$ cat config.mk
export PLATFORM = sky130hd
export DESIGN_NAME = id_ex_pipe
export DESIGN_NICKNAME = d
export VERILOG_FILES = /design/src/rtl/id_ex_pipe.sv
export SDC_FILE = /design/constraint.sdc
export NUM_CORES = 1
export LEC_CHECK = 0
export BUFFER_PORTS_ARGS = -buffer_cell sky130_fd_sc_hd__buf_4
export CORE_UTILIZATION = 45
export CTS_BUF_LIST = sky130_fd_sc_hd__clkbuf_4 sky130_fd_sc_hd__clkbuf_8
export DETAILED_ROUTE_END_ITERATION = 8
export PLACE_DENSITY = 0.8
export REMOVE_ABC_BUFFERS = 1
export SLEW_MARGIN = 30
export SYNTH_ARGS = -nofsm -noshare
export SYNTH_HDL_FRONTEND = slang
export SYNTH_SLANG_ARGS = --single-unit
export TNS_END_PERCENT = 1
$ cat constraint.sdc
create_clock -name i_clk -period 3.7 [get_ports i_clk]
set_input_delay 0.185 -clock i_clk [delete_from_list [all_inputs] [get_ports i_clk]]
set_output_delay 0.185 -clock i_clk [all_outputs]
set_load 0.1 [all_outputs]
$ cat src/rtl/id_ex_pipe.sv
// ID/EX pipeline register with a 2-entry skid buffer and synchronous flush.
// Optional WB operand bypass is enabled with `define ID_EX_WB_BYPASS_EN.
module id_ex_pipe #(
    parameter int DATA_W = 32,
    parameter int CTRL_W = 16
) (
    input  logic              i_clk,
    input  logic              i_reset_n,
    input  logic              i_flush,
    input  logic              i_id_valid,
    output logic              o_id_ready,
    input  logic [DATA_W-1:0] i_pc,
    input  logic [DATA_W-1:0] i_rs1Data,
    input  logic [DATA_W-1:0] i_rs2Data,
    input  logic [DATA_W-1:0] i_imm,
    input  logic [4:0]        i_rs1,
    input  logic [4:0]        i_rs2,
    input  logic [4:0]        i_rd,
    input  logic [CTRL_W-1:0] i_ctrl,
    input  logic              i_wbWrSig,
    input  logic [4:0]        i_wbWrReg,
    input  logic [DATA_W-1:0] i_wbWrData,
    output logic              o_ex_valid,
    input  logic              i_ex_ready,
    output logic [DATA_W-1:0] o_pc,
    output logic [DATA_W-1:0] o_rs1Data,
    output logic [DATA_W-1:0] o_rs2Data,
    output logic [DATA_W-1:0] o_imm,
    output logic [4:0]        o_rs1,
    output logic [4:0]        o_rs2,
    output logic [4:0]        o_rd,
    output logic [CTRL_W-1:0] o_ctrl
);

    typedef enum logic [1:0] {
        S_EMPTY = 2'd0,
        S_ONE   = 2'd1,
        S_FULL  = 2'd2
    } state_t;

    typedef struct packed {
        logic [DATA_W-1:0] pc;
        logic [DATA_W-1:0] rs1Data;
        logic [DATA_W-1:0] rs2Data;
        logic [DATA_W-1:0] imm;
        logic [4:0]        rs1;
        logic [4:0]        rs2;
        logic [4:0]        rd;
        logic [CTRL_W-1:0] ctrl;
    } bundle_t;

    state_t  state_q, state_d;
    bundle_t out_q, out_d;
    bundle_t skid_q, skid_d;

    bundle_t in_bundle;
    bundle_t in_fixed;
    bundle_t out_fixed;
    bundle_t skid_fixed;

    logic accept;
    logic issue;

`ifdef ID_EX_WB_BYPASS_EN
    function automatic bundle_t wb_fix(input bundle_t b, input logic wr,
                                       input logic [4:0] wr_reg,
                                       input logic [DATA_W-1:0] wr_data);
        bundle_t r;
        r = b;
        if (wr && (wr_reg != 5'd0)) begin
            if (wr_reg == b.rs1) r.rs1Data = wr_data;
            if (wr_reg == b.rs2) r.rs2Data = wr_data;
        end
        return r;
    endfunction

    assign in_fixed   = wb_fix(in_bundle, i_wbWrSig, i_wbWrReg, i_wbWrData);
    assign out_fixed  = wb_fix(out_q, i_wbWrSig, i_wbWrReg, i_wbWrData);
    assign skid_fixed = wb_fix(skid_q, i_wbWrSig, i_wbWrReg, i_wbWrData);
`else
    logic unused_wb;
    assign unused_wb  = ^{i_wbWrSig, i_wbWrReg, i_wbWrData};
    assign in_fixed   = in_bundle;
    assign out_fixed  = out_q;
    assign skid_fixed = skid_q;
`endif

    assign in_bundle = '{pc: i_pc, rs1Data: i_rs1Data, rs2Data: i_rs2Data,
                         imm: i_imm, rs1: i_rs1, rs2: i_rs2, rd: i_rd,
                         ctrl: i_ctrl};

    assign o_id_ready = (state_q != S_FULL);
    assign o_ex_valid = (state_q != S_EMPTY);
    assign accept     = i_id_valid & o_id_ready;
    assign issue      = o_ex_valid & i_ex_ready;

    // Held entries are refreshed through the bypass every cycle; in the
    // default build out_fixed/skid_fixed are just the stored values.
    always_comb begin
        state_d = state_q;
        out_d   = out_fixed;
        skid_d  = skid_fixed;
        if (i_flush) begin
            state_d = S_EMPTY;
        end else begin
            unique case (state_q)
                S_EMPTY: begin
                    if (accept) begin
                        out_d   = in_fixed;
                        state_d = S_ONE;
                    end
                end
                S_ONE: begin
                    if (accept && issue) begin
                        out_d = in_fixed;
                    end else if (accept) begin
                        skid_d  = in_fixed;
                        state_d = S_FULL;
                    end else if (issue) begin
                        state_d = S_EMPTY;
                    end
                end
                S_FULL: begin
                    if (issue) begin
                        out_d   = skid_fixed;
                        state_d = S_ONE;
                    end
                end
                default: state_d = S_EMPTY;
            endcase
        end
    end

    always_ff @(posedge i_clk or negedge i_reset_n) begin
        if (!i_reset_n) begin
            state_q <= S_EMPTY;
            out_q   <= '0;
            skid_q  <= '0;
        end else begin
            state_q <= state_d;
            out_q   <= out_d;
            skid_q  <= skid_d;
        end
    end

    assign o_pc      = out_q.pc;
    assign o_rs1Data = out_q.rs1Data;
    assign o_rs2Data = out_q.rs2Data;
    assign o_imm     = out_q.imm;
    assign o_rs1     = out_q.rs1;
    assign o_rs2     = out_q.rs2;
    assign o_rd      = out_q.rd;
    assign o_ctrl    = out_q.ctrl;

endmodule

==> report_table.html <==
<table>
<tr><th>Metric</th><th>Value</th></tr>
<tr><th colspan="2">Critical path</th></tr>
<tr><td>Critical Path AT</td><td>roughly 2.2 ns</td></tr>
<tr><td>Critical R2R Capture</td><td>state_q[1]$_DFFE_PN0P_</td></tr>
<tr><td>Crit end category</td><td>output pin</td></tr>
<tr><td>Top Family by Delay on Critical Path</td><td>buffers and inverters</td></tr>
<tr><td>Required time worst endpoint</td><td>~3.5 ns</td></tr>
<tr><td>Slowest stage delay, CP</td><td>0.45 ns</td></tr>
<tr><td>Setup crit start kind</td><td>register</td></tr>
<tr><td>Start of the worst register-to-register path</td><td>state_q[1]$_DFFE_PN0P_</td></tr>
<tr><td>WP buf/inv</td><td>2</td></tr>
<tr><td>Logic depth of the worst register-to-register path</td><td>5</td></tr>
<tr><td>Worst setup path startpoint</td><td>state_q[1]$_DFFE_PN0P_</td></tr>
<tr><td>Category of the most critical setup path</td><td>register to output pin</td></tr>
<tr><td>Worst setup slack for register-to-register paths</td><td>roughly 1.4 ns</td></tr>
<tr><td>Instance count on the critical path</td><td>3</td></tr>
<tr><td>CP endpoint</td><td>o_id_ready</td></tr>
<tr><td>Largest fanout of any net on the critical path</td><td>90</td></tr>
<tr><td>Cells traversed along the worst timing path</td><td>nor2b_4, inv_6, buf_4</td></tr>
<tr><td>Max stage delay cell, worst path</td><td>dfrtp_1</td></tr>
<tr><th colspan="2">Synth</th></tr>
<tr><td>Mean area per synthesized cell</td><td>11.63 um2</td></tr>
<tr><td>Share of synthesized area occupied by flip-flops and latches</td><td>0.5738</td></tr>
<tr><td>Unique cell type count in the Yosys netlist</td><td>21</td></tr>
<tr><td>Synthesized area</td><td>about 14,000 um2</td></tr>
<tr><td>Ys Warns</td><td>0</td></tr>
<tr><td>Cell count after synthesis</td><td>around 1,200</td></tr>
<tr><td>Register bit count reported by yosys</td><td>320</td></tr>
<tr><th colspan="2">Clock network</th></tr>
<tr><td>TritonCTS sink count</td><td>between 300 and 400</td></tr>
<tr><td>Clock tree from TritonCTS</td><td>done</td></tr>
<tr><td>Clock buffer count from CTS</td><td>55</td></tr>
<tr><td>Root Driver</td><td>clkbuf_8</td></tr>
<tr><td>Bufs on Longest Clock Path</td><td>3</td></tr>
<tr><td>Post-CTS Setup Inserts</td><td>0</td></tr>
<tr><td>Register clock-pin slew on the reported worst setup and hold paths</td><td>approximately 0.060 ns</td></tr>
<tr><td>CTS H-tree lvls</td><td>2</td></tr>
<tr><td>Insertion delay to the later sink of the worst-skew pair</td><td>between 0.5 and 0.6 ns</td></tr>
<tr><th colspan="2">Pwr</th></tr>
<tr><td>Share of total power in combinational logic</td><td>0.364</td></tr>
<tr><td>Leakage power figure</td><td>approximately 9.5 nW</td></tr>
<tr><td>Power density over the cells</td><td>676.5 nW/um2</td></tr>
<tr><td>Final Power</td><td>between 10 and 15 mW</td></tr>
<tr><td>Power dissipated by switching net loads</td><td>roughly 5.4 mW</td></tr>
<tr><td>Switching part of the total power</td><td>0.4102</td></tr>
<tr><td>Power Internal</td><td>~8 mW</td></tr>
<tr><td>Share of total power in sequential cells</td><td>0.366</td></tr>
<tr><td>Share of total power in the clock network</td><td>0.269</td></tr>
<tr><td>IR Drop Worst-Case VDD</td><td>roughly 0.46 mV</td></tr>
<tr><th colspan="2">Timing</th></tr>
<tr><td>Actual transition at the worst max-transition pin</td><td>between 0.9 and 1 ns</td></tr>
<tr><td>Max transition margin</td><td>0.3396</td></tr>
<tr><td>Post-layout worst setup margin</td><td>1.305 ns</td></tr>
<tr><td>Setup tns final</td><td>0 ns</td></tr>
<tr><td>Final worst clock skew</td><td>0.01510 ns</td></tr>
<tr><td>Final slew viol count</td><td>0</td></tr>
<tr><td>Achievable Freq</td><td>417.6 MHz</td></tr>
<tr><td>RSZ-0062 raised after global routing</td><td>false</td></tr>
<tr><td>Setup violation total in the final timing report</td><td>0</td></tr>
<tr><td>Min Tclk post-route</td><td>between 2 and 2.5 ns</td></tr>
<tr><td>Endpoints failing hold</td><td>0</td></tr>
<tr><td>Worst hold slack</td><td>0.2584 ns</td></tr>
<tr><td>Fin crit share</td><td>0.6472</td></tr>
<tr><th colspan="2">GRT</th></tr>
<tr><td>Global-route wire length before repair</td><td>just under 60,000 um</td></tr>
<tr><td>Antenna violations before repair</td><td>2</td></tr>
<tr><td>Via count of the first global-routing pass</td><td>roughly 12,000</td></tr>
<tr><td>Global route overflow</td><td>0</td></tr>
<tr><td>Largest net degree at the start of global routing</td><td>between 100 and 150</td></tr>
<tr><td>GRT Util Overall</td><td>0.2330</td></tr>
<tr><th colspan="2">Detailed routing</th></tr>
<tr><td>Drt first pass iters</td><td>5</td></tr>
<tr><td>Final ANT Viol Nets</td><td>0</td></tr>
<tr><td>Post-route DRC</td><td>0</td></tr>
<tr><td>Iteration-0 DRC count of the detailed router</td><td>roughly 540</td></tr>
<tr><td>Via count normalized by instance count</td><td>~5</td></tr>
<tr><td>Wire length per cell after detailed routing</td><td>between 15 and 20 um</td></tr>
<tr><td>Total via count after detailed routing</td><td>10,846</td></tr>
<tr><td>Final routed wirelength across all metal layers</td><td>approximately 37,000 um</td></tr>
<tr><th colspan="2">Finish</th></tr>
<tr><td>Final Non-Filler Cells</td><td>between 2,000 and 2,500</td></tr>
<tr><td>Total of fill cells in the finished design</td><td>between 2,000 and 2,500</td></tr>
<tr><td>Net count reported at finish</td><td>between 1,500 and 2,000</td></tr>
<tr><td>Layout area overhead</td><td>40.05%</td></tr>
<tr><td>Reg area</td><td>approximately 8000 um2</td></tr>
<tr><td>Post-layout utilization of the core</td><td>0.6406</td></tr>
<tr><td>Post-Layout Inst Area</td><td>~20,000 um2</td></tr>
<tr><td>Share of layout cells above drive strength 1</td><td>0.3749</td></tr>
<tr><td>Combined area of the multi-input logic cells</td><td>5492 um2</td></tr>
<tr><th colspan="2">Floorplanning</th></tr>
<tr><td>Horizontal die dimension</td><td>around 180 um</td></tr>
<tr><td>Area enclosed by the die boundary</td><td>~32,000 um2</td></tr>
<tr><td>Initial Util</td><td>0.4574</td></tr>
<tr><td>Site Rows</td><td>64</td></tr>
<tr><td>Vertical extent of the die</td><td>roughly 180 um</td></tr>
<tr><td>Area of the placeable core</td><td>roughly 31,000 um2</td></tr>
<tr><td>I/O pin count</td><td>~360</td></tr>
<tr><th colspan="2">Place</th></tr>
<tr><td>Global placer's final weighted congestion</td><td>just under 0.8</td></tr>
<tr><td>Count of buffers from port buffering</td><td>around 320</td></tr>
<tr><td>Inst Count DP</td><td>1,865</td></tr>
<tr><td>Worst-case setup slack after placement</td><td>approximately 1.7 ns</td></tr>
<tr><td>Cell area reported after detailed placement</td><td>between 15,000 and 20,000 um2</td></tr>
<tr><td>Final HPWL DP</td><td>21,050 um</td></tr>
<tr><th colspan="2">Min path</th></tr>
<tr><td>Type of the tightest min-delay check</td><td>primary input to asynchronous set/reset pin</td></tr>
<tr><th colspan="2">Run</th></tr>
<tr><td>Number of maximum-capacitance violations</td><td>0</td></tr>
<tr><th colspan="2">Run status</th></tr>
<tr><td>Run status</td><td>finished clean</td></tr>
</table>
[kinds of logic (layout without fill, tap and decap cells)]
logic type,Yosys count,in the layout,synth area share
AOI/OAI and AO/OA,5,5,0.002511
buffers and inverters,70,604,0.03416
DFF,320,320,0.5738
muxes,318,318,0.2566
other,0,3,0
and+or+nand+nor,487,487,0.1329
[Yosys cell counts]
| master | count | share of area |
|---|---|---|
| nand2_1 | 479 | 0.13 |
| dfrtp_1 | 320 | 0.57 |
| mux2_2 | 205 | 0.17 |
| mux2_1 | 113 | 0.091 |
| buf_2 | 30 | 0.011 |
| buf_6 | 20 | 0.016 |
| clkbuf_1 | 12 | 0.0032 |
| buf_4 | 7 | 0.0038 |
| a21oi_1 | 2 | 0.00072 |
| a21oi_2 | 1 | 0.00063 |
| inv_2 | 1 | 0.00027 |
| nand2b_1 | 1 | 0.00045 |
| nand3b_1 | 1 | 0.00054 |
| nor2_1 | 1 | 0.00027 |
| nor2b_1 | 1 | 0.00045 |
| nor2b_2 | 1 | 0.00063 |
| nor3_1 | 1 | 0.00036 |
| nor3b_2 | 1 | 0.00090 |
| o21a_1 | 1 | 0.00054 |
| o22a_1 | 1 | 0.00063 |
| or2_2 | 1 | 0.00045 |
[state kept, by name, summed over array words and instances, names as in the netlist]
name	count
o_ctrl	16
o_rs1	5
o_imm	32
state_q	2
o_rs2Data	32
o_rs2	5
o_rs1Data	32
skid_fixed	159
o_rd	5
o_pc	32
[metal layers]
layer	vias up	wire (um)	global-route usage	part of all wire
li1	4931	-	-	-
met1	5421	14290	0.2609	0.38
met2	369	18860	0.4058	0.51
met3	125	2439	0.05904	0.065
met4	0	1672	0.1250	0.045
met5	-	0	0	0
[timing repair]
| action | 4_1_cts | 5_1_grt |
|---|---|---|
| hold buffers | 164 | 0 |
| resized for setup | 0 | 0 |
| hold endpoints to repair | 416 | 0 |
| setup endpoints to repair | 0 | 0 |
[cell type report]
class | count | share of cell area
Tap cell | 396 | 0.02535
Multi-Input combinational cell | 810 | 0.2810
Clock buffer | 92 | 0.05903
Inverter | 1 | 0.0004481
Sequential cell | 320 | 0.4097
Timing Repair Buffer | 502 | 0.2187
Clock inverter | 9 | 0.005378
Antenna cell | 3 | 0.0003841
[power by group through the flow]
stage	clock, mW	sequential (mW)	combinational, mW
final	3.56	4.84	4.82
after global routing	3.81	4.94	4.99
after CTS	3.63	4.81	4.80
after detailed placement	0	4.86	4.65
after global placement	0	4.79	4.57
after floorplan	0	7.40	0.930
[worst min path at each step]
stage | depth (start not counted) | end | slack, ns
2_1_floorplan | 0 | o_ctrl[0]$_DFFE_PN0P_ | -0.11
5_1_grt | 2 | skid_fixed[17]$_DFFE_PN0P_ | 0.29
3_3_place_gp | 1 | o_rs2Data[12]$_DFFE_PN0P_ | 0.28
3_5_place_dp | 1 | o_rs2Data[12]$_DFFE_PN0P_ | 0.29
4_1_cts | 2 | skid_fixed[17]$_DFFE_PN0P_ | 0.24
6_report | 2 | skid_fixed[17]$_DFFE_PN0P_ | 0.26
[worst reg2reg max path, stage by stage (launching register included)]
cell and delay, ns:
dfrtp_1 0.45, nor2b_4 0.25, buf_4 0.74, a21oi_1 0.10
nor3_1 0.15, dlygate4sd3_1 0.56
[placed cells by master (no fill, tap or decap), drive strengths merged]
| master | count |
|---|---|
| nand2 | 479 |
| buf | 338 |
| dfrtp | 320 |
| mux2 | 318 |
| dlygate4sd3 | 164 |
| clkbuf | 92 |
| clkinv | 5 |
| diode | 3 |
| a21oi | 3 |
| inv | 2 |
| bufinv | 2 |
| nor2b | 2 |
| or2 | 1 |
| nand3b | 1 |
| nand2b | 1 |
| o21a | 1 |
| o22a | 1 |
| nor2 | 1 |
| nor3b | 1 |
| nor3 | 1 |
| clkinvlp | 1 |
Note: power is estimated with default switching activity, not from simulation.
